File: config.mk
export PLATFORM = sky130hd
export DESIGN_NAME = sdram_stream_writer_flat
export DESIGN_NICKNAME = d
export VERILOG_FILES = /design/src/rtl/sdram_writer_pkg.sv /design/src/rtl/sdram_stream_writer_if.sv /design/src/rtl/sync_fifo.sv /design/src/rtl/sdram_stream_writer.sv /design/src/flat_wrapper.sv
export SDC_FILE = /design/constraint.sdc
export NUM_CORES = 1
export LEC_CHECK = 0
export CAP_MARGIN = 25
export CORE_UTILIZATION = 34
export CTS_BUF_LIST = sky130_fd_sc_hd__clkbuf_8 sky130_fd_sc_hd__clkbuf_16
export DETAILED_ROUTE_END_ITERATION = 16
export SYNTH_ARGS = -nofsm -noshare
export SYNTH_HDL_FRONTEND = slang
export SYNTH_SLANG_ARGS = --single-unit
export TNS_END_PERCENT = 5
File: constraint.sdc
create_clock -name clk_clk -period 5.1 [get_ports clk_clk]
set_input_delay 0.51 -clock clk_clk [delete_from_list [all_inputs] [get_ports clk_clk]]
set_output_delay 0.51 -clock clk_clk [all_outputs]
set_load 0.1 [all_outputs]
File: src/rtl/sdram_writer_pkg.sv
// Shared types and constants for the SDRAM stream writer and its FIFO.
package sdram_writer_pkg;

  typedef enum logic [1:0] {
    IDLE = 2'd0,
    RUN  = 2'd1,
    DONE = 2'd2
  } state_t;

  localparam logic [1:0] BYTEENABLE_ALL = 2'b11;

  function automatic int clog2(input int value);
    int r;
    int v;
    r = 0;
    v = value - 1;
    while (v > 0) begin
      r = r + 1;
      v = v >> 1;
    end
    return r;
  endfunction

endpackage

File: src/rtl/sdram_stream_writer_if.sv
// Stream sink and Avalon-MM write-master signals of the SDRAM stream writer.
interface sdram_stream_writer_if #(
  parameter int DATA_W = 16,
  parameter int ADDR_W = 24
);
  logic [DATA_W-1:0] sink_data;
  logic              sink_valid;
  logic              sink_ready;
  logic [ADDR_W:0]   avm_address;
  logic              avm_write;
  logic [DATA_W-1:0] avm_writedata;
  logic [1:0]        avm_byteenable;
  logic              avm_waitrequest;

  modport master (
    input  sink_data, sink_valid, avm_waitrequest,
    output sink_ready, avm_address, avm_write, avm_writedata, avm_byteenable
  );

  modport slave (
    output sink_data, sink_valid, avm_waitrequest,
    input  sink_ready, avm_address, avm_write, avm_writedata, avm_byteenable
  );
endinterface

File: src/rtl/sync_fifo.sv
// Show-ahead synchronous FIFO with registered full/empty and synchronous clear.
module sync_fifo
  import sdram_writer_pkg::*;
#(
  parameter int DATA_W = 16,
  parameter int DEPTH  = 16
) (
  input  logic              clk,
  input  logic              rst,
  input  logic              clear,
  input  logic              push,
  input  logic [DATA_W-1:0] push_data,
  input  logic              pop,
  output logic [DATA_W-1:0] head,
  output logic              full,
  output logic              empty
);

  localparam int AW = clog2(DEPTH);

  logic [DATA_W-1:0] mem [DEPTH];
  logic [AW:0]       wr_ptr;
  logic [AW:0]       rd_ptr;
  logic [AW:0]       wr_ptr_nxt;
  logic [AW:0]       rd_ptr_nxt;
  logic              do_push;
  logic              do_pop;

  // A push into a full FIFO is fine when the head leaves on the same edge.
  assign do_pop     = pop && !empty;
  assign do_push    = push && (!full || do_pop);
  assign wr_ptr_nxt = wr_ptr + {{AW{1'b0}}, do_push};
  assign rd_ptr_nxt = rd_ptr + {{AW{1'b0}}, do_pop};
  assign head       = mem[rd_ptr[AW-1:0]];

  always_ff @(posedge clk) begin
    if (rst || clear) begin
      wr_ptr <= '0;
      rd_ptr <= '0;
      full   <= 1'b0;
      empty  <= 1'b1;
    end else begin
      wr_ptr <= wr_ptr_nxt;
      rd_ptr <= rd_ptr_nxt;
      empty  <= (wr_ptr_nxt == rd_ptr_nxt);
      full   <= (wr_ptr_nxt[AW] != rd_ptr_nxt[AW]) &&
                (wr_ptr_nxt[AW-1:0] == rd_ptr_nxt[AW-1:0]);
    end
  end

  always_ff @(posedge clk) begin
    if (do_push) begin
      mem[wr_ptr[AW-1:0]] <= push_data;
    end
  end

endmodule

File: src/rtl/sdram_stream_writer.sv
// Buffers a 16-bit sample stream and writes a programmed number of words to
// consecutive SDRAM word addresses through an Avalon-MM write master.
//
// state | meaning
// IDLE  | waiting for start; parameters sampled and FIFO cleared on start
// RUN   | accepting stream words and issuing writes until out_left reaches 0
// DONE  | one-cycle completion pulse, then back to IDLE
module sdram_stream_writer
  import sdram_writer_pkg::*;
#(
  parameter int DATA_W     = 16,
  parameter int ADDR_W     = 24,
  parameter int LEN_W      = 24,
  parameter int FIFO_DEPTH = 16
) (
  input  logic              clk_clk,
  input  logic              reset_reset,
  input  logic              start,
  input  logic [ADDR_W-1:0] base_addr,
  input  logic [LEN_W-1:0]  length,
  output logic              busy,
  output logic              done,
  sdram_stream_writer_if.master bus
);

  state_t            state;
  logic [ADDR_W-1:0] wr_addr;
  logic [LEN_W-1:0]  in_left;
  logic [LEN_W-1:0]  out_left;
  logic              fifo_full;
  logic              fifo_empty;
  logic              fifo_clear;
  logic              push;
  logic              pop;
  logic [DATA_W-1:0] head;

  assign bus.sink_ready     = (state == RUN) && !fifo_full && (in_left != '0);
  assign push               = bus.sink_valid && bus.sink_ready;
  assign bus.avm_write      = (state == RUN) && !fifo_empty;
  assign pop                = bus.avm_write && !bus.avm_waitrequest;
  assign fifo_clear         = (state == IDLE) && start;
  assign bus.avm_address    = {wr_addr, 1'b0};
  // Data and byte enables are gated so the bus idles at zero outside writes.
  assign bus.avm_writedata  = bus.avm_write ? head : '0;
  assign bus.avm_byteenable = bus.avm_write ? BYTEENABLE_ALL : 2'b00;
  assign busy               = (state != IDLE);
  assign done               = (state == DONE);

  sync_fifo #(
    .DATA_W (DATA_W),
    .DEPTH  (FIFO_DEPTH)
  ) u_fifo (
    .clk       (clk_clk),
    .rst       (reset_reset),
    .clear     (fifo_clear),
    .push      (push),
    .push_data (bus.sink_data),
    .pop       (pop),
    .head      (head),
    .full      (fifo_full),
    .empty     (fifo_empty)
  );

  always_ff @(posedge clk_clk) begin
    if (reset_reset) begin
      state    <= IDLE;
      wr_addr  <= '0;
      in_left  <= '0;
      out_left <= '0;
    end else begin
      case (state)
        IDLE: begin
          if (start) begin
            state    <= RUN;
            wr_addr  <= base_addr;
            in_left  <= length;
            out_left <= length;
          end
        end
        RUN: begin
          if (out_left == '0) begin
            state <= DONE;
          end
          if (push) begin
            in_left <= in_left - LEN_W'(1);
          end
          if (pop) begin
            wr_addr  <= wr_addr + ADDR_W'(1);
            out_left <= out_left - LEN_W'(1);
          end
        end
        DONE: begin
          state <= IDLE;
        end
        default: begin
          state <= IDLE;
        end
      endcase
    end
  end

endmodule

File: src/flat_wrapper.sv
// flat-port wrapper written by rule: the top's interface ports become plain ports
module sdram_stream_writer_flat import sdram_writer_pkg::*;
#(
  parameter int DATA_W     = 16,
  parameter int ADDR_W     = 24,
  parameter int LEN_W      = 24,
  parameter int FIFO_DEPTH = 16
)
  (clk_clk, reset_reset, start, base_addr, length, busy, done, bus_sink_data, bus_sink_valid, bus_avm_waitrequest, bus_sink_ready, bus_avm_address, bus_avm_write, bus_avm_writedata, bus_avm_byteenable);
  sdram_stream_writer_if #(.DATA_W(DATA_W), .ADDR_W(ADDR_W)) bus_i ();
  input  logic clk_clk;
  input  logic reset_reset;
  input  logic start;
  input  logic [ADDR_W-1:0] base_addr;
  input  logic [LEN_W-1:0] length;
  output logic busy;
  output logic done;
  input wire logic [$bits(bus_i.sink_data)-1:0] bus_sink_data;
  input wire logic [$bits(bus_i.sink_valid)-1:0] bus_sink_valid;
  input wire logic [$bits(bus_i.avm_waitrequest)-1:0] bus_avm_waitrequest;
  output wire logic [$bits(bus_i.sink_ready)-1:0] bus_sink_ready;
  output wire logic [$bits(bus_i.avm_address)-1:0] bus_avm_address;
  output wire logic [$bits(bus_i.avm_write)-1:0] bus_avm_write;
  output wire logic [$bits(bus_i.avm_writedata)-1:0] bus_avm_writedata;
  output wire logic [$bits(bus_i.avm_byteenable)-1:0] bus_avm_byteenable;
  assign bus_i.sink_data = bus_sink_data;
  assign bus_i.sink_valid = bus_sink_valid;
  assign bus_i.avm_waitrequest = bus_avm_waitrequest;
  assign bus_sink_ready = bus_i.sink_ready;
  assign bus_avm_address = bus_i.avm_address;
  assign bus_avm_write = bus_i.avm_write;
  assign bus_avm_writedata = bus_i.avm_writedata;
  assign bus_avm_byteenable = bus_i.avm_byteenable;
  sdram_stream_writer #(.DATA_W(DATA_W), .ADDR_W(ADDR_W), .LEN_W(LEN_W), .FIFO_DEPTH(FIFO_DEPTH)) u_core (.clk_clk(clk_clk), .reset_reset(reset_reset), .start(start), .base_addr(base_addr), .length(length), .busy(busy), .done(done), .bus(bus_i));
endmodule
==> metrics.cfg, run 1 <==
[critical_path]
crit_fanout = 30
max_stage_delay_ps = 980
cp-end-kind = primary output
cp_data_arrival_time_ps = 3840
r2r_slack_ps = 1760
slowest_stage = clkdlybuf4s50_1
cp-start-kind = flip-flop
reg2reg_to = u_core.u_fifo.empty
path_class = flip-flop to primary output
reg2reg_from = u_core.in_left[17]
crit_required_ps = 4590
cp_cell_sequence = buf_4 > mux4_2 > mux4_2 > and2_1 > clkdlybuf4s50_1
crit_path_frequent_cell = mux4_2
reg2regPathDepth = 10

[routing]
detail-route-antenna-nets = 0
dr.pass1.iters = 5
routed_wl_um = 38300
wire_per_inst_um = 21.3
drcViolationCount = 0
routed-via-count = 9950
drtIter0Drc = 965
via_per_inst = 5.53

[floorplan]
core_area_um2 = 43100
rows = 76
die-height_um = 211
start_util_pct = 34.5
die_width_um = 211
dieArea_um2 = 44600
top_level_ports = 116

[grt]
grt_max_degree = 103
grt_pass1_wl_um = 57900
globalRouteTotalUtil_pct = 17.1
grt-ovfl-total = 0
antenna_found_initial = 0
grt_pass1_vias = 9558

[clocking]
cts.sinks = 342
htree_levels = 2
cts_hold_buf = 0
cts_tree = yes
post_cts_buffers = 0
clock-root-buffer = clkbuf_16
clock_latency_ps = 550
clockBufferDepth = 3
cts_buffers = 39
path_clk_slew_ps = 60
cts_resized = 0

[synth]
synth_commonest_cells = 256 x edfxtp_1, 86 x dfxtp_1, 80 x mux4_2
async_reset_ff_share_pct = 0
synth_fp_nets = 1152
synth_largest_area_cell = edfxtp_1
synth_enable_flop_cells = 256
ys_seq_area_share_pct = 63.2
postSynthCellCount = 1076
ys.flop_type = edfxtp_1
synthesis.area_um2 = 14900
yosysWarningCount = 0
yosysTopAreaCellShare_pct = 51.7
synth_seq_cells = 342
yosysMostFrequentCell = edfxtp_1
syn_avg_cell_area_um2 = 13.8
yosysUniqueCellTypes = 68
synthTopCellsByArea = edfxtp_1 52%, mux4_2 12%, dfxtp_1 12%

[final_layout]
multi_input_area_um2 = 5190
drive_gt1_share_pct = 17.0
regArea_um2 = 9410
antenna_cells = 0
fin_cells = 1800
fin_nets = 1261
area_delta_synth_final_pct = 21.8
fillCellCount = 3927

[pwr]
power_leakage_nw = 5.75
irDropWorstVdd_uv = 208
power_density_nw_per_um2 = 375
finalPower_mw = 6.80

[sta]
clock_skew_ps = 16.6
rsz0062_at_grt = false
fmax_ghz = 0.230
finalCriticalPeriod_ps = 4350
fin_crit_sh_pct = 85.3
hold_violations = 0
setup_slack_ps = 750
drv_slew = 0
worst_pin_slew_ps = 1040
fin_tns_setup_ps = 0
setup_viol = 0
slew_headroom_pct = 30.8

[hold_path]
worstHoldPathCells = 2
hold_path.class = flip-flop to flip-flop
min_to = u_core.in_left[8]
min_from = u_core.in_left[8]

[placed_design]
hpwl_um = 22700
placedCellCount = 1728
portBuffers = 114
place_congestion = 0.840
place_ws_ps = 1230

[run]
cap_violations = 0

[outcome]
outcome = completed

==> cell type report <==
cell class	instances	share of cell area, %
clock inverters	28	1.56
flip-flops and latches	342	52.0
inverters	15	0.311
well taps	585	4.04
clock buffers	43	5.69
repair buffers	146	7.80
multi-input cells	641	28.6
==> cell families (layout without fill, tap and decap cells) <==
logic type / after synthesis / count (layout) / synth area share (%)
fa+ha+maj: 7 / 7 / 0.589
buf+inv: 93 / 232 / 2.51
flops: 342 / 342 / 63.2
other cells: 1 / 1 / 0.0252
xor+xnor: 11 / 11 / 0.647
simple gates: 318 / 318 / 10.7
compound gates: 223 / 223 / 10.2
mux: 81 / 81 / 12.2
==> worst max-delay path: cells and delay by family, from the launching register on <==
family / cells / cell delay [ps]
flops: 1 / 740
simple gates: 1 / 200
mux: 2 / 990
buf+inv: 2 / 1360
==> state kept, by name (all words and copies together), names as in the netlist <==
| name | flops |
|---|---|
| u_core.u_fifo.empty | 1 |
| u_core.u_fifo.rd_ptr | 5 |
| u_core.wr_addr | 24 |
| u_core.state | 2 |
| u_core.in_left | 24 |
| u_core.u_fifo.wr_ptr | 5 |
| u_core.u_fifo.mem | 256 |
| u_core.u_fifo.full | 1 |
| u_core.out_left | 24 |
==> layout by cell type, fill, tap and decap left out, types with 6 or more instances in the layout <==
master	synthesis	final
o41ai_1	6	6
o32ai_1	15	15
and2_1	22	22
clkinv_2	0	6
edfxtp_1	256	256
dfxtp_1	86	84
a31oi_1	16	16
or3_1	9	9
o21ai_0	36	36
a211oi_1	6	6
nand4_1	11	11
o22ai_1	14	14
nand3_1	24	24
xnor2_1	6	6
clkbuf_16	0	39
nor2_2	0	13
nor3_1	37	33
a32o_1	8	8
inv_1	13	21
ha_1	7	7
nor2_1	77	64
buf_4	4	29
nor4_1	16	16
o31ai_1	6	6
a21oi_1	55	55
and3_1	8	8
clkdlybuf4s50_1	0	113
mux4_2	80	80
nand2_1	72	72
a22oi_1	9	9
a311oi_1	10	10
==> metal layers <==
metal	wire [um]	vias to the layer above	GRT usage (%)	share of wire [%]
li1	-	4496	-	-
met1	17400	5066	24.7	45
met2	18000	327	26.7	47
met3	2180	61	3.05	5.7
met4	716	0	4.42	1.9
met5	0	-	0	0
==> how the worst max path moves through the flow <==
stage,start,endpoint,slack (ps),cells after the start
after global placement,u_core.u_fifo.rd_ptr[0],bus_avm_writedata[5],1240,5
after detailed placement,u_core.u_fifo.rd_ptr[0],bus_avm_writedata[12],1230,5
after CTS,u_core.u_fifo.rd_ptr[0],bus_avm_writedata[12],630,5
final,u_core.u_fifo.rd_ptr[0],bus_avm_writedata[5],750,5
after floorplan,u_core.in_left[0],bus_sink_ready,1120,6
after global routing,u_core.u_fifo.rd_ptr[0],bus_avm_writedata[12],550,5
==> per-stage QoR <==
stage                     hold slack (ps)  utilization (%)  instance area (um^2)
after floorplan                       434                -                 14900
after global placement                447             39.0                 16800
after detailed placement              461             39.0                 16800
after CTS                             472             42.0                 18100
after global routing                  494             42.1                 18100
final                                 468             42.1                 18100
==> where the power goes <==
part | internal (mW) | leakage [nW] | switching [mW]
sequential | 3.05 | 3.01 | 0.0692
combinational | 0.270 | 2.07 | 0.563
clock | 1.71 | 0.675 | 1.13
No activity file was read; power rests on OpenSTA's default activity.
==> inputs of run 2 (changes only) <==
Settings changed: CORE_ASPECT_RATIO set to 1.75.
==> metrics.cfg, run 2 (same netlist as run 1, synthesis figures left out) <==
[placed_design]
portBuffers = 114
place_congestion = 0.787
place_ws_ps = 1430
placedCellCount = 1709
placed_area_um2 = 16800
hpwl_um = 24700

[critical_path]
crit_family = buffers and inverters
reg2regPathDepth = 7
cp_cell_sequence = buf_4 > mux4_2 > mux4_2 > and2_1 > clkdlybuf4s50_1
r2r_slack_ps = 1760
reg2reg_from = u_core.state[0]
crit_required_ps = 4590
reg2reg_to = u_core.u_fifo.mem[11][1]
cp-start-kind = flip-flop
max_stage_delay_ps = 960
cp-end-kind = primary output
path_class = flip-flop to primary output
critPathBufInv = 2
slowest_stage = clkdlybuf4s50_1
cp_data_arrival_time_ps = 3660
crit_fanout = 19
crit_path_frequent_cell = mux4_2

[sta]
finalCriticalPeriod_ps = 4170
hold_violations = 0
fin_crit_sh_pct = 81.8
fmax_ghz = 0.240
setup_slack_ps = 931
fin_tns_setup_ps = 0
slew_headroom_pct = 30.6
drv_slew = 0
hold_ws_ps = 471
clock_skew_ps = 17.4
rsz0062_at_grt = false
setup_viol = 0
worst_pin_slew_ps = 1040

[routing]
routed-via-count = 9848
routed_wl_um = 38800
detail-route-antenna-nets = 0
drcViolationCount = 0
drtIter0Drc = 777
dr.pass1.iters = 6
via_per_inst = 5.57
wire_per_inst_um = 21.9

[final_layout]
mostFrequentLayoutCells = 256 x edfxtp_1, 113 x clkdlybuf4s50_1, 84 x dfxtp_1
finalInstanceArea_um2 = 17800
fillCellCount = 4032
layout_commonest_cell = edfxtp_1
regArea_um2 = 9410
multi_input_area_um2 = 5190
antenna_cells = 0
area_delta_synth_final_pct = 19.7
post-route-util_pct = 41.2
fin_nets = 1255
fin_cells = 1768
drive_gt1_share_pct = 16.1
largest_reg_flops = 256

[hold_path]
hold_path.class = flip-flop to flip-flop
min_from = u_core.in_left[8]
worstHoldPathCells = 2
min_to = u_core.in_left[8]

[pwr]
finalPower_mw = 6.36
internal_power_mw = 4.65
power_leakage_nw = 5.60
irDropWorstVdd_uv = 202
p_clk_share_pct = 37.8
combPwrFrac_pct = 13.1
power_density_nw_per_um2 = 357
power_frac_seq_pct = 49.1
p_switching_mw = 1.71
p_sw_share_pct = 26.9

[floorplan]
dieArea_um2 = 44600
core_area_um2 = 43200
start_util_pct = 34.4
top_level_ports = 116
die_width_um = 160
rows = 101
die-height_um = 279

[clocking]
cts_hold_buf = 0
clock_latency_ps = 520
post_cts_buffers = 0
path_clk_slew_ps = 60
cts_resized = 0
cts.sinks = 342
cts_tree = yes
cts_buffers = 34
clockBufferDepth = 3
htree_levels = 2
clock-root-buffer = clkbuf_16

[grt]
globalRouteTotalUtil_pct = 17.3
antenna_found_initial = 0
grt-ovfl-total = 0
grt_max_degree = 74
grt_pass1_vias = 10100
grt_pass1_wl_um = 59000

[outcome]
outcome = completed

[run]
cap_violations = 0

run 2: power by group through the flow:
stage	clock network [mW]	registers (mW)	logic, mW
2_1_floorplan	0	3.29	0.450
3_3_place_gp	0	3.18	0.814
3_5_place_dp	0	3.18	0.824
4_1_cts	2.46	3.12	0.828
5_1_grt	2.56	3.13	0.894
6_report	2.41	3.12	0.831
run 2: area by class of cell:
class                      instances  share of cell area, %
clock buffer                      34                   4.78
clock inverter                    25                   1.10
inverter                          15                  0.316
multi-input combinational        641                   29.1
sequential                       342                   52.9
tap                              566                   3.98
timing repair buffer             145                   7.83
run 2: routing by layer:
metal / global-route usage (%) / routed length, um / part of all wire [%] / up-vias
met3: 2.32 / 1830 / 4.7 / 73
met4: 6.89 / 1260 / 3.3 / 0
met5: 0 / 0 / 0 / -
met2: 32.7 / 21200 / 55 / 351
li1: - / - / - / 4480
met1: 19.2 / 14400 / 37 / 4944
run 2: worst reg2reg max path, stage by stage, from the launching register on:
cell      delay (ps)
dfxtp_1          500
nand2b_4         390
nor3b_1          510
o31ai_4          140
inv_2            280
nand3_1          270
nor2_2           620
buf_4            320
run 2: how the worst max path moves through the flow:
stage                            startpoint                    to  slack (ps)  cells after the start
floorplan                 u_core.in_left[0]        bus_sink_ready        1120                      6
global placement    u_core.u_fifo.rd_ptr[0]  bus_avm_writedata[7]        1440                      5
detailed placement  u_core.u_fifo.rd_ptr[0]  bus_avm_writedata[7]        1430                      5
CTS                 u_core.u_fifo.rd_ptr[0]  bus_avm_writedata[7]         850                      5
global route        u_core.u_fifo.rd_ptr[0]  bus_avm_writedata[6]         750                      5
finish              u_core.u_fifo.rd_ptr[0]  bus_avm_writedata[7]         930                      5
==> inputs of run 3 (changes only) <==
Clock period 5.1 ns to 3.8 ns, I/O delays scaled along.
==> metrics.cfg, run 3 (same netlist as run 1, synthesis figures left out) <==
[outcome]
outcome = completed

[routing]
routed_wl_um = 38700
routed-via-count = 9838
drtIter0Drc = 770
dr.pass1.iters = 5
drcViolationCount = 0
wire_per_inst_um = 21.8
detail-route-antenna-nets = 0
via_per_inst = 5.53

[sta]
hold_violations = 0
worst_pin_slew_ps = 1040
fin_tns_setup_ps = 0
rsz0062_at_grt = false
setup_viol = 0
fmax_ghz = 0.297
setup_slack_ps = 439
slew_headroom_pct = 30.2
clock_skew_ps = 13.6
finalCriticalPeriod_ps = 3360
drv_slew = 0
fin_crit_sh_pct = 88.5

[pwr]
power_frac_seq_pct = 47.9
irDropWorstVdd_uv = 278
p_switching_mw = 2.30
power_density_nw_per_um2 = 489
finalPower_mw = 8.75
combPwrFrac_pct = 13.0
p_clk_share_pct = 39.1
p_sw_share_pct = 26.3
power_leakage_nw = 5.73
internal_power_mw = 6.45

[final_layout]
fin_cells = 1778
fin_nets = 1262
area_delta_synth_final_pct = 20.3
largest_reg_flops = 256
drive_gt1_share_pct = 17.9
antenna_cells = 0
regArea_um2 = 9410
fillCellCount = 4024
mostFrequentLayoutCells = 256 x edfxtp_1, 93 x clkdlybuf4s50_1, 84 x dfxtp_1
layout_commonest_cell = edfxtp_1
multi_input_area_um2 = 5190

[run]
cap_violations = 0

[clocking]
clock-root-buffer = clkbuf_16
cts_hold_buf = 0
path_clk_slew_ps = 60
htree_levels = 2
cts_resized = 0
cts_buffers = 34
post_cts_buffers = 0
clock_latency_ps = 530
clockBufferDepth = 3
cts.sinks = 342
cts_tree = yes

[floorplan]
top_level_ports = 116
die_width_um = 160
core_area_um2 = 43200
dieArea_um2 = 44600
rows = 101
start_util_pct = 34.4
die-height_um = 279

[critical_path]
path_class = flip-flop to primary output
reg2reg_from = u_core.in_left[17]
reg2reg_to = u_core.u_fifo.empty
crit_fanout = 28
cp-end-kind = primary output
crit_path_frequent_cell = mux4_2
slowest_stage = dfxtp_4
max_stage_delay_ps = 650
reg2regPathDepth = 10
cp_cell_sequence = buf_12 > mux4_2 > mux4_2 > and2_1 > buf_4
r2r_slack_ps = 670
cp-start-kind = flip-flop
crit_start = u_core.u_fifo.rd_ptr[0]
endpoint = bus_avm_writedata[14]
cp_data_arrival_time_ps = 2980
crit_required_ps = 3420

[grt]
antenna_found_initial = 1
grt_pass1_vias = 10000
grt-ovfl-total = 0
globalRouteTotalUtil_pct = 17.3
grt_pass1_wl_um = 59200
grt_max_degree = 85

[hold_path]
hold_path.class = input port to flip-flop
min_from = reset_reset
worstHoldPathCells = 4

[placed_design]
portBuffers = 114
place_ws_ps = 697
place_congestion = 0.813
placedCellCount = 1716
hpwl_um = 24700

[run 3: how the worst min path moves through the flow]
stage,to
after floorplan,u_core.in_left[20]
after global placement,u_core.out_left[19]
after detailed placement,u_core.in_left[20]
after CTS,u_core.out_left[17]
after global routing,u_core.out_left[17]
final,u_core.out_left[17]
[run 3: metrics by stage]
step                cell area, um^2  util, %  hold slack, ps
finish                        17900     41.4             419
global route                  17900     41.4             447
CTS                           17900     41.4             403
detailed placement            16800     38.8             462
global placement              16800     38.8             456
floorplan                     14900        -             434
[run 3: layout make-up]
class	instances	area share (%)
clock buffers	34	4.75
multi-input cells	641	29.0
well taps	566	3.96
repair buffers	152	7.87
flip-flops and latches	342	52.6
clock inverters	28	1.55
inverters	15	0.315
[run 3: routing by layer]
| metal | share of wire (%) | wire, um | track usage, % |
|---|---|---|---|
| met5 | 0.036 | 14 | 0 |
| met4 | 2.8 | 1080 | 5.89 |
| met3 | 4.5 | 1730 | 2.24 |
| met2 | 54 | 21100 | 32.8 |
| met1 | 38 | 14800 | 19.8 |
[run 3: critical path, delay by kind of cell, from the launching register on]
family	cells	cell delay [ps]
buffers and inverters	2	530
multiplexers	2	1040
AND/OR/NAND/NOR	1	190
flip-flops	1	650
[run 3: power by group through the flow]
| stage | clock, mW | combinational [mW] | sequential (mW) |
|---|---|---|---|
| after floorplan | 0 | 0.606 | 4.41 |
| after global placement | 0 | 1.11 | 4.26 |
| after detailed placement | 0 | 1.13 | 4.27 |
| after CTS | 3.51 | 1.14 | 4.19 |
| after global routing | 3.64 | 1.22 | 4.20 |
| final | 3.43 | 1.13 | 4.19 |
